[src/rtl/run_ctrl_pkg.sv]
// Shared types and default sizing for the run controller.
// Optional feature macro: RUN_CTRL_TIMEOUT_EN (enables the TOUT abort path in run_ctrl).
package run_ctrl_pkg;

  localparam int unsigned DefAw     = 8;
  localparam int unsigned DefDw     = 8;
  localparam int unsigned DefCw     = 16;
  localparam int unsigned DefRstCyc = 2;

  typedef enum logic [2:0] {
    IDLE,
    LOAD,
    RESET_CPU,
    RUN,
    DONE,
    TOUT
  } run_state_t;

  // Width of a down-counter that must hold values 0..n-1.
  function automatic int unsigned down_cnt_w(input int unsigned n);
    return (n > 1) ? $clog2(n) : 1;
  endfunction

endpackage

[src/rtl/run_ctrl_sat_counter.sv]
// Saturating up-counter used for the RUN cycle count.
// Ports:
//   clk_i  clock
//   rst_i  synchronous active-high reset (clears count)
//   clr_i  synchronous clear (priority over en_i)
//   en_i   increment enable; count sticks at all-ones
//   q_o    current count
module sat_counter #(
  parameter int unsigned W = 16
) (
  input  logic         clk_i,
  input  logic         rst_i,
  input  logic         clr_i,
  input  logic         en_i,
  output logic [W-1:0] q_o
);

  logic [W-1:0] q_d, q_q;

  always_comb begin
    q_d = q_q;
    if (clr_i) begin
      q_d = '0;
    end else if (en_i && (q_q != '1)) begin
      q_d = q_q + 1'b1;
    end
  end

  always_ff @(posedge clk_i) begin
    if (rst_i) begin
      q_q <= '0;
    end else begin
      q_q <= q_d;
    end
  end

  assign q_o = q_q;

endmodule

[src/rtl/run_ctrl.sv]
// Run controller: preloads data memory from the host, holds the CPU in reset for RST_CYC
// cycles, releases it, then waits for cpu_done_i while counting RUN cycles.
// Optional macro RUN_CTRL_TIMEOUT_EN adds a TIMEOUT-cycle abort into state TOUT.
// Ports:
//   clk_i, reset_i            clock, synchronous active-high reset
//   start_i, no_load_i        run request (honoured in IDLE/DONE/TOUT), skip-preload flag
//   load_valid_i/last_i/addr_i/data_i, load_ready_o   preload beat handshake
//   mem_wr_en_o/addr_o/dat_o  zero-latency data-memory write port
//   cpu_reset_o, cpu_done_i   processor reset and completion flag
//   busy_o, finished_o, timed_out_o, cycle_count_o    status
module run_ctrl
  import run_ctrl_pkg::*;
#(
  parameter int unsigned AW      = DefAw,
  parameter int unsigned DW      = DefDw,
  parameter int unsigned CW      = DefCw,
  parameter int unsigned RST_CYC = DefRstCyc,
  parameter int unsigned TIMEOUT = 16'hFFFF
) (
  input  logic          clk_i,
  input  logic          reset_i,
  input  logic          start_i,
  input  logic          no_load_i,
  input  logic          load_valid_i,
  input  logic          load_last_i,
  input  logic [AW-1:0] load_addr_i,
  input  logic [DW-1:0] load_data_i,
  output logic          load_ready_o,
  output logic          mem_wr_en_o,
  output logic [AW-1:0] mem_addr_o,
  output logic [DW-1:0] mem_dat_o,
  output logic          cpu_reset_o,
  input  logic          cpu_done_i,
  output logic          busy_o,
  output logic          finished_o,
  output logic          timed_out_o,
  output logic [CW-1:0] cycle_count_o
);

  localparam int unsigned RcW = down_cnt_w(RST_CYC);
  localparam logic [RcW-1:0] RcLoad = RcW'(RST_CYC - 1);

  run_state_t state_d, state_q;
  logic [RcW-1:0] rc_d, rc_q;
  logic cnt_clr, cnt_en;

  always_comb begin
    state_d      = state_q;
    rc_d         = rc_q;
    load_ready_o = 1'b0;
    mem_wr_en_o  = 1'b0;
    mem_addr_o   = load_addr_i;
    mem_dat_o    = load_data_i;
    cpu_reset_o  = 1'b1;
    busy_o       = 1'b0;
    finished_o   = 1'b0;
    timed_out_o  = 1'b0;
    cnt_clr      = 1'b0;
    cnt_en       = 1'b0;

    unique case (state_q)
      IDLE, DONE, TOUT: begin
        finished_o  = (state_q == DONE);
        timed_out_o = (state_q == TOUT);
        if (start_i) begin
          cnt_clr = 1'b1;
          if (no_load_i) begin
            state_d = RESET_CPU;
            rc_d    = RcLoad;
          end else begin
            state_d = LOAD;
          end
        end
      end
      LOAD: begin
        busy_o       = 1'b1;
        load_ready_o = 1'b1;
        mem_wr_en_o  = load_valid_i;
        if (load_valid_i && load_last_i) begin
          state_d = RESET_CPU;
          rc_d    = RcLoad;
        end
      end
      RESET_CPU: begin
        busy_o = 1'b1;
        if (rc_q == '0) begin
          state_d = RUN;
        end else begin
          rc_d = rc_q - 1'b1;
        end
      end
      RUN: begin
        busy_o      = 1'b1;
        cpu_reset_o = 1'b0;
        if (cpu_done_i) begin
          state_d = DONE;
        end else begin
          cnt_en = 1'b1;
`ifdef RUN_CTRL_TIMEOUT_EN
          // This edge's increment lands the count exactly on TIMEOUT.
          if (cycle_count_o == CW'(TIMEOUT - 1)) begin
            state_d = TOUT;
          end
`endif
        end
      end
      default: state_d = IDLE;
    endcase

`ifndef RUN_CTRL_TIMEOUT_EN
    timed_out_o = 1'b0;
`endif
  end

  always_ff @(posedge clk_i) begin
    if (reset_i) begin
      state_q <= IDLE;
      rc_q    <= '0;
    end else begin
      state_q <= state_d;
      rc_q    <= rc_d;
    end
  end

  sat_counter #(
    .W(CW)
  ) u_cycle_cnt (
    .clk_i(clk_i),
    .rst_i(reset_i),
    .clr_i(cnt_clr),
    .en_i (cnt_en),
    .q_o  (cycle_count_o)
  );

endmodule

[config.mk]
export PLATFORM = sky130hd
export DESIGN_NAME = run_ctrl
export DESIGN_NICKNAME = d
export VERILOG_FILES = /design/src/rtl/run_ctrl_pkg.sv /design/src/rtl/run_ctrl_sat_counter.sv /design/src/rtl/run_ctrl.sv
export SDC_FILE = /design/constraint.sdc
export NUM_CORES = 1
export LEC_CHECK = 0
export BUFFER_PORTS_ARGS = -buffer_cell sky130_fd_sc_hd__buf_4
export CAP_MARGIN = 25
export CORE_ASPECT_RATIO = 1.4
export CORE_MARGIN = 5
export CORE_UTILIZATION = 50
export CTS_CLUSTER_DIAMETER = 60
export DETAILED_ROUTE_END_ITERATION = 8
export PLACE_DENSITY = 0.95
export SYNTH_ARGS = -nofsm -noshare
export SYNTH_HDL_FRONTEND = slang
export SYNTH_HIERARCHICAL = 1
export SYNTH_SLANG_ARGS = --single-unit
[constraint.sdc]
create_clock -name clk_i -period 5.2 [get_ports clk_i]
set_input_delay 1.56 -clock clk_i [delete_from_list [all_inputs] [get_ports clk_i]]
set_output_delay 1.56 -clock clk_i [all_outputs]
set_load 0.05 [all_outputs]
# Word level (Yosys, flattened, before mapping)
# Cells that the tools add are included.
# Widths: inputs -> output; s select.
[totals] out_inout_bits=38 word_cells=45 input_bits=23 latch_bits=0 mem_bits_ro=0 ram_bits=0 reg_bits=20 mem_count=0
[op_classes] n_mux=20 addsub=2 mul=0 n_lt_le_gt_ge=0 reduce_logical=9 shifts=0 bitwise_logic=0 n_eq_ne=11 n_div=0
[ops] op="$add 16x1->16 const B" n=1
[ops] op="$ne 16x16->1 const B" n=1
[ops] op="$mux 1" n=13
[ops] op="$mux 3" n=4
[ops] op="$pmux 3 s4" n=1
[ops] op="$ne 2x2->1 const B" n=5
[ops] op="$reduce_and 4->1" n=2
[ops] op="$eq 3x2->1 const B" n=2
[ops] op="$eq 3x3->1 const B" n=2
[ops] op="$reduce_or 3->1" n=2
[ops] op="$eq 3x1->1 const B" n=1
[ops] op="$logic_not 3->1" n=1
[ops] op="$pmux 1 s3" n=1
[ops] op="$reduce_bool 3->1" n=1
[ops] op="$logic_and 1x1->1" n=2
[ops] op="$mux 2" n=1
[ops] op="$reduce_or 2->1" n=1
[ops] op="$sub 1x1->1 const B" n=1

# Logic depth before layout (Yosys ltp)
# Gate-level depths: netlist of the first run.
[logic_depth] ltp_word=4 ltp_mapped=9 ltp_nobuf=7

# Hierarchy
# The synthesis of the first run kept the hierarchy.
[modules_own_cells] module="sat_counter" seq_area_each_um2=320.3 n_inst=1 area_each_um2=917.1 cells_each=102
[modules_own_cells] module="run_ctrl" seq_area_each_um2=80.1 n_inst=1 area_each_um2=411.6 cells_each=54

# Worst setup path after synthesis of the first run
# Ideal clock, no wire load.
[synth_timing] path_type="in2out" start="input port load_valid_i" end="output port mem_wr_en_o" path_buffers=0 path_stages=1 arrival_time_ns=1.967 slack_ns=1.673 required_time_ns=3.640 path_cell_list="and2_1"
[synth_between] elab_chain_len=1
[synth_rtl] item="start: declaration" line="run_ctrl.sv:24" text="input logic load_valid_i,"
[synth_rtl] item="$mux 1" line="run_ctrl.sv:61" text="unique case (state_q)"
[synth_rtl] item="end: declaration" line="run_ctrl.sv:29" text="output logic mem_wr_en_o,"
# Every way passes these cells.

# Final worst setup path of the first run
# Ends and elaborated chain as after synthesis.

==> results of run 1 <==
[Yosys cell counts, drive strengths merged (5+ instances only)]
master  count  area [sq um]
and2        5          33.8
a21oi       6          30.0
nor3        6          41.3
dfxtp      20           400
and3        6          48.8
nand3       5          25.0
buf        23           174
mux2i       6          60.1
or3         7          47.5
nand2      16          60.1
a211oi      6          50.1
nor2        7          26.3
o21ai       7          35.0
[power breakdown]
group / internal (mW) / switching (mW) / total [mW]
logic: 0.0230 / 0.0398 / 0.0628
clock network: 0.0779 / 0.0465 / 0.124
registers: 0.157 / 0.00818 / 0.165
[stage by stage]
| stage | hold WS, ps | util [%] | std cells | setup WS, ps | cell area [sq um] |
|---|---|---|---|---|---|
| 2_1_floorplan | 451 | - | 156 | 1670 | 1330 |
| 3_3_place_gp | 487 | 53.9 | 195 | 1670 | 1390 |
| 3_5_place_dp | 489 | 53.9 | 195 | 1660 | 1390 |
| 4_1_cts | 505 | 55.9 | 199 | 1660 | 1450 |
| 5_1_grt | 541 | 55.9 | 199 | 1630 | 1450 |
| 6_report | 503 | 55.9 | 199 | 1660 | 1450 |
[sequential cells by signal, indices dropped and copies added (netlist names)]
name	flops
state_q	3
u_cycle_cnt/q_o	16
rc_q	1
[tightest hold or removal path: cells and delay by family (launching register included)]
kind                   cells  cell delay (ps)
AO/OA/AOI/OAI              1               70
flip-flops                 1              330
buffers and inverters      1               70
[cell usage in the layout, fill, tap and decap left out, types with 2 or more instances in the layout]
cell,instances
nand2_1,16
and2_2,2
buf_4,27
a2111o_1,2
nor2_1,7
nor3_1,5
o21ai_0,5
nor3b_1,2
a31oi_1,4
a211oi_1,5
and3_1,3
clkbuf_4,3
o21ai_1,2
inv_1,4
and2_1,3
a21oi_1,6
nand4_1,3
or3_1,4
or3_2,3
nand3_1,5
and3_4,2
dfxtp_1,20
o2111a_1,2
mux2i_1,6
[per-layer routing]
| layer | track usage [%] | wire length (microns) | vias to the layer above |
|---|---|---|---|
| met2 | 23.2 | 1320 | 29 |
| li1 | - | - | 571 |
| met5 | 0 | 0 | - |
| met1 | 19.0 | 1070 | 523 |
| met3 | 2.32 | 170 | 8 |
| met4 | 9.38 | 47 | 0 |
[layout make-up]
class	count	area (sq um)	area share, %
flip-flops and latches	20	400	27.7
inverters	4	15.0	1.04
clock buffers	3	22.5	1.56
multi-input cells	108	731	50.5
well taps	36	45.0	3.11
repair buffers	27	203	14.0
clock inverters	1	30.0	2.08
[cells by family (layout without fill, tap and decap cells)]
| logic type | after synthesis | in the layout |
|---|---|---|
| AOI/OAI and AO/OA | 36 | 36 |
| adders and majority gates | 1 | 1 |
| buffers and inverters | 28 | 35 |
| DFF | 20 | 20 |
| muxes | 6 | 6 |
| other | 1 | 1 |
| and+or+nand+nor | 64 | 64 |
[worst min path at each step]
stage | cells past startpoint | from | slack, ps | end
floorplan | 2 | rc_q$_SDFFE_PP0P_ | 450 | rc_q$_SDFFE_PP0P_
global placement | 2 | u_cycle_cnt/q_o[5]$_SDFFE_PP0P_ | 490 | u_cycle_cnt/q_o[5]$_SDFFE_PP0P_
detailed placement | 2 | rc_q$_SDFFE_PP0P_ | 490 | rc_q$_SDFFE_PP0P_
CTS | 2 | rc_q$_SDFFE_PP0P_ | 500 | rc_q$_SDFFE_PP0P_
global route | 2 | u_cycle_cnt/q_o[5]$_SDFFE_PP0P_ | 540 | u_cycle_cnt/q_o[5]$_SDFFE_PP0P_
finish | 2 | rc_q$_SDFFE_PP0P_ | 500 | rc_q$_SDFFE_PP0P_
==> metrics, run 1 <==
Rows=22; First-pass DRT Iterations=4; Main synth FF type=dfxtp_1; DR iter-0 viols=27; Gate Count Post-Synth=156; Worst Skew=6.31 ps; CP endpoint kind=output port; Levels on crit path=3; kind of critical path=in -> out; CTS Buffer Depth=2; largest net degree at the start of global routing=17; IR drop worst, VDD=0.191 mV; Syn Area/Cell=8.52 sq um; PD cells=244 nW/um^2; initial antenna violation count=0; antenna cells=0; routed via count=1131; crit path from=load_valid_i; crit path DAT=1980 ps; R2R Setup Slk=3210 ps; cts bufs inserted=3; initial core utilization=51.4%; max incr delay on CP=180 ps; setup total negative slack=0 ps; RR Startpoint=state_q[0]$_SDFFE_PP0P_; Final Cycle Share=68.0%; post-synthesis simple-gate area fraction=29.3%; final wirelength=2600 microns; Area growth syn-to-layout=8.85%; global-route wire length before repair=4480 microns; multiplexer share of the synthesized area=4.52%; Final Setup Violations=0; ANT nets after route=0; post-synthesis register bit count=20; RSZ-0062 raised after global routing=false; Final #Nets=188; Synth async-reset ratio=0%; leakage power=0.568 nW; vias in the first global route=1032; cell repeated most along the worst path=buf_4; compound-gate portion of the synthesized area=20.0%; startpoint types=input port; combinational family with the most area after synthesis=simple AND/OR/NAND/NOR gates; I/O pin cnt=61; Cell variety after synth=48; crit-path max FO=2; Slew headroom=50.1%; final count of hold timing violations=0; layout cells sized above 1=27.0%; Post-CTS Setup Bufs=0; Root Driver=clkbuf_4; Tot Pwr=0.352 mW; drt wl/cell=13.1 microns; syn nets=180; R2R depth=7; hpwl dp=1960 microns; global route total overflow=0; DIE HEIGHT=71.0 microns; Core Area=2590 sq um; Syn Std Cell Area=1330 sq um; number of flops mapped to enable cells by yosys=0; FMAX=283 MHz; clk sinks=20; max-cap viol count=0; Vias/cell=5.68; # H-tree levels=1; sequential fraction of the synthesis area=30.1%; CTS resizes=0; R2R Path End=u_cycle_cnt/q_o[12]$_SDFFE_PP0P_; Overall Global Routing Usage=15.1%; crit path to=mem_wr_en_o; fill cell count=259; Yosys Warn Count=6; Hold Path Class=reg -> reg; XOR/XNOR share of the synthesized area=0%; Clk pin slew, worst setup/hold paths=110 ps; Final min period=3540 ps; drt drc=0; die area=3800 sq um; Slew Viols, Final=0; Clock Latency Late Sink=300 ps; hold bufs inserted after CTS=0; CTS tree=yes; Port Buffers=27; CP max stage cell=buf_4; critical-path cell list=buf_4 -> and2_1 -> buf_4; Worst Path Required=3640 ps; Buf/Inv on CP=2; Die X=53.6 microns; Adder-Cell Fraction of Synth Area=0.942%; routability cong.=0.759; Worst-Margin Slew=746 ps; cell family with most CP delay=buffers and inverters; status=finished clean
(Power assumes the default switching activity.)
==> inputs of run 2 (changes only) <==
--- a/config.mk
+++ b/config.mk
@@ -9,10 +9,10 @@
 export CAP_MARGIN = 25
 export CORE_ASPECT_RATIO = 1.4
 export CORE_MARGIN = 5
-export CORE_UTILIZATION = 50
+export CORE_UTILIZATION = 42
 export CTS_CLUSTER_DIAMETER = 60
 export DETAILED_ROUTE_END_ITERATION = 8
-export PLACE_DENSITY = 0.95
+export PLACE_DENSITY = 0.86
 export SYNTH_ARGS = -nofsm -noshare
 export SYNTH_HDL_FRONTEND = slang
 export SYNTH_HIERARCHICAL = 1
==> constraint.sdc (replaced) <==
create_clock -name clk_i -period 2.9 [get_ports clk_i]
set_input_delay 0.87 -clock clk_i [delete_from_list [all_inputs] [get_ports clk_i]]
set_output_delay 0.87 -clock clk_i [all_outputs]
set_load 0.05 [all_outputs]
==> metrics, run 2 (synthesis results as in run 1) <==
Worst-Margin Slew=699 ps; Clk pin slew, worst setup/hold paths=70 ps; max-cap viol count=0; I/O pin cnt=61; Overall Global Routing Usage=13.2%; global route total overflow=0; drt drc=0; initial antenna violation count=0; IR drop worst, VDD=0.294 mV; Die X=57.5 microns; RR Startpoint=state_q[0]$_SDFFE_PP0P_; crit path DAT=1400 ps; Final Setup Violations=0; CTS Buffer Depth=2; Worst Path Required=2030 ps; Clock Latency Late Sink=250 ps; placed cell count=198; CTS resizes=0; Port Buffers=27; Core Area=3090 sq um; DR iter-0 viols=24; global-route wire length before repair=4720 microns; cts bufs inserted=3; clk sinks=20; vias in the first global route=1060; DIE HEIGHT=76.6 microns; largest net degree at the start of global routing=17; Largest register FFs=16; routability cong.=0.831; CP endpoint kind=output port; Final Cycle Share=78.4%; layout cells sized above 1=27.0%; initial core utilization=43.0%; CTS tree=yes; final wirelength=2860 microns; setup total negative slack=0 ps; Final min period=2270 ps; hold bufs inserted after CTS=0; FMAX=440 MHz; drt wl/cell=14.1 microns; Root Driver=clkbuf_8; # H-tree levels=1; ANT nets after route=0; die area=4400 sq um; leakage power=0.569 nW; routed via count=1138; startpoint types=flop; crit-path max FO=10; Slew Viols, Final=0; Slew headroom=53.2%; final count of hold timing violations=0; crit path from=state_q[0]$_SDFFE_PP0P_; Area growth syn-to-layout=9.32%; hpwl dp=2170 microns; hold_ws=499 ps; Final #Nets=188; Cell Count, Final, Fillers Out=202; Hold Path Origin=rc_q$_SDFFE_PP0P_; status=finished clean; placed cell areas=1400 sq um; Hold Path Class=reg -> reg; kind of critical path=reg -> out; most common cell after layout, fill and taps aside=buf_4; design area=1450 sq um; Vias/cell=5.63; Rows=24; most frequent cells in the layout=buf_4, dfxtp_1, nand2_1, nor2_1; RSZ-0062 raised after global routing=false; First-pass DRT Iterations=4; antenna cells=0; Worst Skew=2.37 ps; Post-CTS Setup Bufs=0; R2R Setup Slk=850 ps; Tot Pwr=0.619 mW; PD cells=426 nW/um^2
[run 2: cell types whose count changed in the layout (fill, tap and decap cells not counted), sizes merged]
cell / change
bufinv: -1
clkbuf: +1
[run 2: path summary, 6_finish.rpt]
| kind | endpoint | cells past startpoint |
|---|---|---|
| worst min register to register | rc_q$_SDFFE_PP0P_ | 2 |
| worst max-delay path | mem_wr_en_o | 4 |
| worst max register to register | u_cycle_cnt/q_o[15]$_SDFFE_PP0P_ | 7 |
| worst min-delay path | rc_q$_SDFFE_PP0P_ | 2 |
[run 2: final cells by class]
type                    instances  area, sq um
repair buffers                 27          203
inverters                       4         15.0
clock buffers                   4         55.1
well taps                      39         48.8
flip-flops and latches         20          400
fillers                       310         1640
multi-input cells             108          731
[run 2: critical path, stage by stage, from the launching register on]
cell and delay [ps]:
dfxtp_1 500, nand2b_1 160, nor2_1 140, and2_1 150, buf_4 190
[run 2: metrics by stage]
step	utilization, %	setup WS, ps
after global routing	47.0	467
final	47.0	627
after global placement	45.2	606
after detailed placement	45.2	544
after floorplan	-	293
after CTS	47.0	621
[run 2: layer usage]
metal	GRT usage, %	up-vias	routed length [microns]
met5	0	-	0
met4	6.26	0	27
met3	3.05	2	171
met2	22.9	21	1540
met1	14.8	541	1110
li1	-	574	-
[run 2: power by group]
| group | switching [mW] | internal [mW] | total (mW) |
|---|---|---|---|
| Sequential | 0.0144 | 0.282 | 0.296 |
| Clock | 0.0894 | 0.121 | 0.210 |
| Combinational | 0.0720 | 0.0413 | 0.113 |
==> inputs of run 3 (changes only) <==
--- a/config.mk
+++ b/config.mk
@@ -9,10 +9,10 @@
 export CAP_MARGIN = 25
 export CORE_ASPECT_RATIO = 1.4
 export CORE_MARGIN = 5
-export CORE_UTILIZATION = 42
+export CORE_UTILIZATION = 46
 export CTS_CLUSTER_DIAMETER = 60
 export DETAILED_ROUTE_END_ITERATION = 8
-export PLACE_DENSITY = 0.86
+export PLACE_DENSITY = 0.89
 export SYNTH_ARGS = -nofsm -noshare
 export SYNTH_HDL_FRONTEND = slang
 export SYNTH_HIERARCHICAL = 1
==> constraint.sdc (replaced) <==
create_clock -name clk_i -period 2.2 [get_ports clk_i]
set_input_delay 0.66 -clock clk_i [delete_from_list [all_inputs] [get_ports clk_i]]
set_output_delay 0.66 -clock clk_i [all_outputs]
set_load 0.05 [all_outputs]
==> metrics, run 3 (synthesis results as in run 1) <==
hold path depth=2; Tot Pwr=0.916 mW; crit path DAT=1340 ps; met1 Usage GRT=14.5%; initial antenna violation count=0; final wirelength=2750 microns; Logic pwr share=18.4%; Largest register FFs=16; Flop pwr share=41.6%; largest net degree at the start of global routing=13; startpoint types=flop; Hold Path Class=reg -> reg; Overall Global Routing Usage=14.1%; Final Setup Violations=0; routed via count=1131; gr busiest metal=met2; Root Driver=clkbuf_8; Final #Nets=191; Clk pin slew, worst setup/hold paths=80 ps; Slew headroom=50.9%; Post-Place Setup Slack=112 ps; Vias/cell=5.57; DIE HEIGHT=73.6 microns; max incr delay on CP=310 ps; status=finished clean; CTS Buffer Depth=2; area of the multi-input gates=738 sq um; most frequent cells in the layout=buf_4, dfxtp_1, nand2_1; global-route wire length before repair=4730 microns; First-pass DRT Iterations=4; Port Buffers=27; R2R Path End=u_cycle_cnt/q_o[4]$_SDFFE_PP0P_; layout cells sized above 1=29.5%; switching share of total power=26.2%; Buf/Inv on CP=2; ANT nets after route=0; RSZ-0062 raised after global routing=false; Area growth syn-to-layout=12.6%; vias in the first global route=1092; Worst Path Required=1540 ps; die area=4080 sq um; antenna cells=0; Hold Path Origin=u_cycle_cnt/q_o[5]$_SDFFE_PP0P_; setup total negative slack=0 ps; Final Cycle Share=90.9%; CP endpoint kind=output port; Core Area=2820 sq um; drt wl/cell=13.6 microns; hold bufs inserted after CTS=0; # H-tree levels=1; Worst Hold Path EP=u_cycle_cnt/q_o[5]$_SDFFE_PP0P_; PD cells=612 nW/um^2; Die X=55.4 microns; RR Startpoint=state_q[2]$_SDFFE_PP0P_; Post-CTS Setup Bufs=0; grt met2 use=25.9%; CTS tree=yes; CTS resizes=0; total area of sequential cells=400 sq um; critical-path cell list=buf_4 -> nand2b_1 -> nor2_2 -> and2_1 -> buf_4; Net Sw Power=0.240 mW; R2R Setup Slk=380 ps; R2R depth=5; FMAX=500 MHz; P_int=0.676 mW; final count of hold timing violations=0; leakage power=0.595 nW; max-cap viol count=0; setup ws final=200 ps; CP max stage cell=dfxtp_1; kind of critical path=reg -> out; most common cell after layout, fill and taps aside=buf_4; Worst Skew=6.57 ps; initial core utilization=47.1%; clk sinks=20; global route total overflow=0; Worst-Margin Slew=734 ps; Rows=23; cell family with most CP delay=simple AND/OR/NAND/NOR gates; I/O pin cnt=61; DR iter-0 viols=23; drt drc=0; cell repeated most along the worst path=buf_4; Clock Latency Late Sink=260 ps; cts bufs inserted=3; routability cong.=0.852; clock power share=40.0%; IR drop worst, VDD=0.456 mV; Final min period=2000 ps; Slew Viols, Final=0; grt met3 use=2.99%; crit-path max FO=6; hpwl dp=2060 microns; fill cell count=280
-- run 3: area by class of cell --
class	instances	share of cell area, %
clock buffer	3	2.76
tap	37	3.09
sequential	20	26.8
clock inverter	1	2.01
timing repair buffer	30	15.1
inverter	4	1.00
multi-input combinational	108	49.3
-- run 3: worst max-delay path by stage --
stage                                  startpoint                          endpoint  slack, ps  depth (start not counted)
after CTS                 state_q[1]$_SDFFE_PP0P_                       mem_wr_en_o        190                          4
after global placement                    start_i   u_cycle_cnt/q_o[4]$_SDFFE_PP0P_        180                          5
after floorplan           state_q[0]$_SDFFE_PP0P_                       mem_wr_en_o         50                          4
after global routing      state_q[2]$_SDFFE_PP0P_                       mem_wr_en_o        130                          5
final                     state_q[2]$_SDFFE_PP0P_                       mem_wr_en_o        200                          5
after detailed placement               cpu_done_i  u_cycle_cnt/q_o[15]$_SDFFE_PP0P_        110                          7
-- run 3: tightest hold or removal path, delay by kind of cell, from the launching register on --
family	cells	cell delay, ps
AO/OA/AOI/OAI	1	50
flip-flops	1	350
AND/OR/NAND/NOR	1	70
-- run 3: power by group through the flow --
stage	Clock (mW)	Sequential [mW]	Combinational [mW]
after floorplan	0	0.386	0.205
after global placement	0	0.389	0.166
after detailed placement	0	0.390	0.169
after CTS	0.373	0.381	0.169
after global routing	0.389	0.383	0.184
final	0.366	0.381	0.169
-- run 3: per-stage QoR --
stage                     instances  utilization [%]  area (sq um)  hold WS, ps
final                           203             53.1          1500          496
after global routing            203             53.1          1500          519
after CTS                       203             53.1          1500          501
after detailed placement        199             50.5          1430          489
after global placement          199             50.5          1430          480
after floorplan                 156                -          1340          451
-- run 3: per-layer routing --
layer / part of all wire, % / wire length (microns)
met5: 0 / 0
met4: 1.1 / 31
met3: 4.4 / 120
met2: 52 / 1440
met1: 42 / 1150
